**config.mk**
```make
export PLATFORM = sky130hd
export DESIGN_NAME = mem_copy_engine
export DESIGN_NICKNAME = d
export VERILOG_FILES = /design/src/rtl/mem_copy_engine_pkg.sv /design/src/rtl/mem_copy_engine.sv
export SDC_FILE = /design/constraint.sdc
export NUM_CORES = 1
export LEC_CHECK = 0
export BUFFER_PORTS_ARGS = -buffer_cell sky130_fd_sc_hd__buf_2
export CORE_MARGIN = 10
export CORE_UTILIZATION = 53
export DETAILED_ROUTE_END_ITERATION = 10
export HOLD_SLACK_MARGIN = 0.1
export PLACE_DENSITY = 0.77
export SETUP_SLACK_MARGIN = 0.2
export SLEW_MARGIN = 5
export SYNTH_ARGS = -nofsm -noshare
export SYNTH_HDL_FRONTEND = slang
export SYNTH_SLANG_ARGS = --single-unit
export TNS_END_PERCENT = 50
```
**constraint.sdc**
```tcl
create_clock -name clk -period 2.2 [get_ports clk]
set_input_delay 0.33 -clock clk [delete_from_list [all_inputs] [get_ports clk]]
set_output_delay 0.33 -clock clk [all_outputs]
set_load 0.01 [all_outputs]
```
**src/rtl/mem_copy_engine_pkg.sv**
```systemverilog
// mem_copy_engine_pkg: state encoding and default widths for the memory copy engine
package mem_copy_engine_pkg;
    typedef enum logic [1:0] {S_IDLE, S_READ, S_WRITE} state_t;
    localparam int WORD_BYTES = 2;
    localparam int DEF_DW = 16;
    localparam int DEF_AW = 16;
    localparam int DEF_LW = 16;
endpackage

```
**src/rtl/mem_copy_engine.sv**
```systemverilog
// mem_copy_engine: copies len words from src to dst using alternating read/write cycles
module mem_copy_engine
    import mem_copy_engine_pkg::*;
#(
    parameter int DW = DEF_DW,
    parameter int AW = DEF_AW,
    parameter int LW = DEF_LW
) (
    input  logic          clk,
    input  logic          rst_n,
    input  logic          start,
    input  logic [AW-1:0] src,
    input  logic [AW-1:0] dst,
    input  logic [LW-1:0] len,
    output logic          busy,
    output logic          done,
    output logic          err,
    output logic [LW-1:0] words_done,
    output logic          mem_we,
    output logic [AW-1:0] mem_a,
    output logic [DW-1:0] mem_wd,
    input  logic [DW-1:0] mem_op
);
    state_t        state_q, state_d;
    logic [AW-1:0] src_q, src_d, dst_q, dst_d;
    logic [LW-1:0] rem_q, rem_d, cnt_q, cnt_d;
    logic [DW-1:0] buf_q, buf_d;
    logic          err_q, err_d, done_q, done_d;

    always_ff @(posedge clk or negedge rst_n) begin
        if (!rst_n) begin
            state_q <= S_IDLE;
            src_q   <= '0;
            dst_q   <= '0;
            rem_q   <= '0;
            cnt_q   <= '0;
            buf_q   <= '0;
            err_q   <= 1'b0;
            done_q  <= 1'b0;
        end else begin
            state_q <= state_d;
            src_q   <= src_d;
            dst_q   <= dst_d;
            rem_q   <= rem_d;
            cnt_q   <= cnt_d;
            buf_q   <= buf_d;
            err_q   <= err_d;
            done_q  <= done_d;
        end
    end

    always_comb begin
        state_d = state_q;
        src_d   = src_q;
        dst_d   = dst_q;
        rem_d   = rem_q;
        cnt_d   = cnt_q;
        buf_d   = buf_q;
        err_d   = err_q;
        done_d  = 1'b0;
        case (state_q)
            S_IDLE: if (start) begin
                src_d   = src;
                dst_d   = dst;
                rem_d   = len;
                cnt_d   = '0;
                err_d   = src[0] | dst[0];
                done_d  = src[0] | dst[0] | (len == '0);
                state_d = done_d ? S_IDLE : S_READ;
            end
            S_READ: begin
                buf_d   = mem_op;
                state_d = S_WRITE;
            end
            S_WRITE: begin
                src_d   = src_q + AW'(WORD_BYTES);
                dst_d   = dst_q + AW'(WORD_BYTES);
                rem_d   = rem_q - LW'(1);
                cnt_d   = cnt_q + LW'(1);
                done_d  = rem_q == LW'(1);
                state_d = done_d ? S_IDLE : S_READ;
            end
            default: state_d = S_IDLE;
        endcase
    end

    // Memory controls decode from registered state only, so mem_we cannot glitch
    assign busy       = state_q != S_IDLE;
    assign done       = done_q;
    assign err        = err_q;
    assign words_done = cnt_q;
    assign mem_we     = state_q == S_WRITE;
    assign mem_a      = (state_q == S_READ) ? src_q : (state_q == S_WRITE) ? dst_q : '0;
    assign mem_wd     = mem_we ? buf_q : '0;
endmodule
```
==> results of run 1 <==
[state kept, by name, indices dropped and copies added (netlist names)]
signal	cells
rem_q	16
src_q	16
state_q	2
dst_q	16
buf_q	16
err	1
done	1
words_done	16
[worst max-delay path: stages, from the launching register on]
cell and delay, ns:
dfrtp_2 0.47, nand2b_4 0.18, inv_2 0.10, buf_12 0.18
a22o_1 0.20, buf_2 0.15
[cells in the mapped netlist (all sizes together), types with 2 or more instances]
master | number | area share, %
dfrtp | 84 | 46
nand2 | 58 | 4.8
nor2 | 28 | 2.3
o21ai | 27 | 3.0
nand3 | 22 | 2.4
and2 | 17 | 2.4
mux2 | 16 | 4.0
buf | 15 | 1.9
clkbuf | 15 | 1.2
nand4 | 15 | 2.1
a21oi | 14 | 1.5
a22o | 14 | 2.7
nor3 | 13 | 1.5
o211ai | 13 | 2.2
inv | 12 | 1.0
nor4 | 10 | 1.4
a221o | 8 | 1.8
o311ai | 8 | 1.5
a31oi | 7 | 0.97
o22ai | 7 | 0.97
o31ai | 6 | 1.0
and3 | 5 | 0.69
ha | 5 | 1.4
a211oi | 4 | 0.66
a311oi | 4 | 0.77
nor3b | 4 | 0.66
o41ai | 4 | 0.77
or3 | 4 | 0.55
a21o | 3 | 0.50
a31o | 3 | 0.58
and4 | 3 | 0.58
a211o | 2 | 0.39
mux2i | 2 | 0.44
nand3b | 2 | 0.33
o21bai | 2 | 0.33
o221a | 2 | 0.50
o311a | 2 | 0.44
o32ai | 2 | 0.39
or4 | 2 | 0.33
[layer usage]
layer / vias up / GRT usage, % / share of wire [%]
li1: 2051 / - / -
met5: - / 0 / 0
met1: 2099 / 27.0 / 42
met2: 244 / 32.8 / 48
met3: 21 / 5.27 / 9.2
met4: 0 / 4.65 / 1.3
[path summary, 6_finish.rpt]
| kind | from | to | slack (ns) | cells past startpoint |
|---|---|---|---|---|
| min in group asynchronous | rst_n | words_done[9] | 0.47 | 2 |
| worst max register to register | rem_q[0] | rem_q[14] | 0.29 | 6 |
| worst max-delay path | state_q[0] | mem_a[4] | 0.24 | 5 |
| worst min register to register | err | err | 0.49 | 2 |
| max in group asynchronous | rst_n | src_q[0] | 1.06 | 3 |
| worst min-delay path | src[12] | src_q[12] | 0.19 | 3 |
[final cells by class]
cell class	instances	area, um2	share of cell area [%]
clock buffer	11	151	2.74
clock inverter	5	82.6	1.49
inverter	12	45.0	0.815
multi-input combinational	351	2250	40.7
sequential	84	2100	38.1
tap	105	131	2.38
timing repair buffer	135	761	13.8
[kinds of logic after synthesis]
| kind of cell | after synthesis | share of synthesized area [%] |
|---|---|---|
| buffers and inverters | 42 | 4.10 |
| flip-flops | 84 | 46.5 |
| adder cells (fa/ha/maj) | 5 | 1.38 |
| AND/OR/NAND/NOR | 189 | 21.5 |
| XOR/XNOR | 1 | 0.194 |
| AO/OA/AOI/OAI | 137 | 21.9 |
| multiplexers | 18 | 4.43 |
[what timing repair did]
action                                 CTS  global route
gates resized for setup                  5             6
hold buffers                             1             0
endpoints found under the hold margin   32             0
cloned                                   1             0
setup buffers                            1             0
setup endpoints to repair               33            29
[report_power, final]
group | switching, mW | internal (mW) | leakage (nW)
clock | 0.588 | 0.707 | 0.120
combinational | 0.331 | 0.316 | 1.38
sequential | 0.241 | 1.72 | 0.940
total | 1.16 | 2.74 | 2.44
==> reports/results.ini, run 1 <==
[die]
initial_utilization_pct=54.8
coreArea_um2=8260
rows=33
die_h_um=112
die_w_um=112
dieArea_um2=12600
pin_count=119

[clock_network]
cts_buffers=9
cts_tree=yes
cts_root_buffer=clkbuf_8
cts_buffer_depth=2
htreeDepth=3
cts.sinks=84
clk_pin_slew_ns=0.09
clk_latency_ns=0.35

[cells_and_area]
area_delta_synth_final_pct=22.2
fin_nets=665
drive_above_1_share_pct=30.3
final_util_pct=66.9
fillers=693
final_cell_mix=117 x buf_2, 82 x dfrtp_1, 58 x nand2_1, 27 x nor2_1, 25 x o21ai_0
fin_area_um2=5530
final_common_cell=buf_2
final_cells=703
antenna_cells=0

[sta]
fin_tns_setup_ns=0
max_freq_ghz=0.509
skew_ns=0.00811
setup_viol=0
maxSlewHeadroom_pct=63.8
slew_violations=0
period_share_pct=89.3
hold_ws_ns=0.191
rsz0062_at_grt=true
worstMarginPinSlew_ns=0.543
final.min_clock_period_ns=1.96
hold_violations=0
fin_ws_ns=0.236

[route]
routed_wl_mm=13.5
antenna_left=0
drc=0
firstDrtPassIters=7
vias_per_cell=6.28
vias=4415
drt_iter0_markers=393
post_drt_wl_per_cell_um=19.2

[critical_path]
crit_required_ns=1.87
end_kind=primary output
worst-path-max-fanout=31
crit_type=reg -> out
crit_arrival_ns=1.63
start_kind=flop

[placement]
portBuffers=118
place_ws_ns=0.206
dpl_cell_area_um2=5240
dp_hpwl_mm=9.82
globalplace.congestion=0.898
dp.cells=684

[logic_synthesis]
syn_inst=476
synth_cell_types=55
async_flop_share_pct=100
ys_seq_area_share_pct=46.5
postSynthAreaPerCell_um2=9.50
syn_area_um2=4520
synth_edf_count=0
ys_warn_count=0
synth-seq-cells=84
ys.flop_type=dfrtp_1
synth_nets=548

[job]
max-cap-violations=0

[grt]
globalRouteOverflowTotal=0
antenna_found_initial=0
grt_usage_pct=20.4
grt_pass1_wl_mm=21.9
grt_max_degree=50
grt_pass1_vias=4348

[power]
vdd_drop_max_uv=348
p_leak_nw=2.44
p_total_mw=3.90
powerDensity_nw_per_um2=706

[min_path]
hp-class=in -> reg

[outcome]
status=finished, final reports clean

(Power assumes the default switching activity.)
==> inputs of run 2 (changes only) <==
--- a/config.mk
+++ b/config.mk
@@ -6,11 +6,11 @@
 export NUM_CORES = 1
 export LEC_CHECK = 0
 export BUFFER_PORTS_ARGS = -buffer_cell sky130_fd_sc_hd__buf_2
-export CORE_MARGIN = 10
+export CORE_MARGIN = 5
 export CORE_UTILIZATION = 53
 export DETAILED_ROUTE_END_ITERATION = 10
 export HOLD_SLACK_MARGIN = 0.1
-export PLACE_DENSITY = 0.77
+export PLACE_DENSITY = 0.8
 export SETUP_SLACK_MARGIN = 0.2
 export SLEW_MARGIN = 5
 export SYNTH_ARGS = -nofsm -noshare
==> run 2 against run 1 <==
Clock skew up 0.0025 ns. Power down 0.54%. Global-route usage up 4.7 points. Via count down 0.36%. Clock power about the same. Register-to-register slack worse by 0.05 ns. Maximum frequency down 2.2%. Sequential power about the same. Cell count down 0.28%. Cell area up 0.18%. Combinational power down 2%. Setup slack worse by 0.043 ns. Critical path type unchanged. Largest power group unchanged.
==> reports/results.ini, run 2 (synthesis gave the netlist of run 1 again) <==
[outcome]
status=finished, final reports clean

[cells_and_area]
antenna_cells=0  ; unchanged
final_common_cell=buf_2
fillers=693  ; unchanged
final_cell_mix=117 x buf_2, 82 x dfrtp_1, 58 x nand2_1, 27 x nor2_1, 27 x o21ai_0
fin_area_um2=5540  ; +0.18%
drive_above_1_share_pct=29.5  ; -0.74 points
area_delta_synth_final_pct=22.4
fin_nets=663  ; -0.30%

[die]
die_h_um=102  ; -8.9%
initial_utilization_pct=54.8  ; unchanged
rows=33  ; unchanged
dieArea_um2=10500  ; -17%
die_w_um=102  ; -8.9%
pin_count=119  ; unchanged
coreArea_um2=8260  ; unchanged

[critical_path]
crit_type=reg -> out
end_kind=primary output
max_stage_delay_ns=0.46  ; about the same
worst-path-max-fanout=49  ; +58%
r2r-start=state_q[0]
crit_family=buffers and inverters
reg2reg_depth=5  ; -1
r2r_setup_slack_ns=0.24  ; -0.05 ns
cp_cell_sequence=nand2b_4 -> inv_1 -> buf_12 -> a22o_1 -> buf_2
crit_arrival_ns=1.68  ; +0.05 ns
cpMaxStageDelayCell=dfrtp_2
crit_required_ns=1.87  ; about the same
r2r_end=rem_q[3]
path_buf_inv=3  ; unchanged
path_depth=5  ; unchanged
start_kind=flop

[sta]
period_share_pct=91.2  ; +2.0 points
max_freq_ghz=0.498  ; -2.2%
maxSlewHeadroom_pct=51.6  ; -12 points
skew_ns=0.0107  ; +0.00255 ns
setup_viol=0  ; unchanged
final.min_clock_period_ns=2.01  ; +0.0432 ns
rsz0062_at_grt=true
slew_violations=0  ; unchanged
worstMarginPinSlew_ns=0.721  ; +0.177 ns
fin_tns_setup_ns=0  ; unchanged
hold_violations=0  ; unchanged

[min_path]
hp-class=in -> reg
hold_start=src[8]
min_path_cells=2  ; -1
worstHoldEndpoint=src_q[8]

[grt]
grt_max_degree=58  ; +16%
grt_pass1_vias=4159  ; -4.3%
antenna_found_initial=0  ; unchanged
grt_pass1_wl_mm=20.7  ; -5.4%
globalRouteOverflowTotal=0  ; unchanged
grt_usage_pct=25.1  ; +4.7 points

[route]
firstDrtPassIters=5  ; -2
vias=4399  ; -0.36%
drt_iter0_markers=366  ; -6.9%
vias_per_cell=6.28  ; about the same
antenna_left=0  ; unchanged
top_layer=met4
dr_wl_met3_mm=1.20  ; -3.3%
routed_wl_mm=12.8  ; -5.2%
post_drt_wl_per_cell_um=18.2  ; -4.9%
wl_met1_mm=5.10  ; -9.9%
met2_length_mm=6.24  ; -2.7%
drc=0  ; unchanged

[job]
max-cap-violations=0  ; unchanged

[power]
powerDensity_nw_per_um2=701  ; -0.72%
p_total_mw=3.88  ; -0.54%
vdd_drop_max_uv=405  ; +16%
p_leak_nw=2.43  ; -0.40%

[clock_network]
cts_buffer_depth=2  ; unchanged
cts_root_buffer=clkbuf_8
clk_latency_ns=0.35  ; about the same
cts_tree=yes
clk_pin_slew_ns=0.09  ; about the same
cts.sinks=84  ; unchanged
cts_buffers=9  ; unchanged
htreeDepth=3  ; unchanged

[placement]
globalplace.congestion=0.926  ; +3.1%
dpl_cell_area_um2=5220  ; -0.38%
dp_hpwl_mm=8.95  ; -8.9%
portBuffers=118  ; unchanged

run 2: how the worst max path moves through the flow:
stage	from	endpoint
after floorplan	state_q[0]	mem_a[10]
after global placement	state_q[1]	rem_q[3]
after detailed placement	state_q[1]	words_done[9]
after CTS	state_q[0]	mem_a[2]
after global routing	state_q[0]	mem_a[2]
final	state_q[0]	mem_a[3]
run 2: worst register-to-register path: stages (launching register included):
cell and delay (ns):
dfrtp_2 0.46, buf_4 0.15, or3b_1 0.37, nand2_1 0.35
o21ai_0 0.19, a221o_1 0.33
run 2: power breakdown:
group	switching [mW]	internal (mW)
Clock	0.570	0.706
Combinational	0.321	0.311
Sequential	0.253	1.72
Total	1.14	2.73
run 2: what timing repair did:
| action | 4_1_cts | 5_1_grt |
|---|---|---|
| endpoints found under the hold margin | 27 | 0 |
| pin swaps | 0 | 1 |
| setup buffers | 2 | 3 |
| gates cloned | 0 | 1 |
| gates resized for setup | 3 | 2 |
| setup endpoints to repair | 32 | 34 |
| hold buffers | 1 | 0 |
run 2: area by class of cell:
cell class | count | area (um2) | share of cell area, %
clock buffer | 13 | 159 | 2.87
clock inverter | 3 | 68.8 | 1.24
inverter | 12 | 45.0 | 0.814
multi-input combinational | 350 | 2250 | 40.7
sequential | 84 | 2100 | 38.0
tap | 105 | 131 | 2.37
timing repair buffer | 134 | 774 | 14.0
run 2: layer usage:
layer  track usage, %  up-vias
li1                 -     2035
met1             33.9     2125
met2             40.8      215
met3             4.51       24
met4             8.58        0
met5                0        -
run 2: metrics by stage:
step,cells,hold slack [ns],util (%),setup WS [ns]
detailed placement,678,0.276,63.2,0.307
finish,701,0.182,67.0,0.193
CTS,697,0.179,66.3,0.198
floorplan,476,0.0344,-,0.430
global placement,678,0.273,63.2,0.421
global route,701,0.187,67.0,0.113
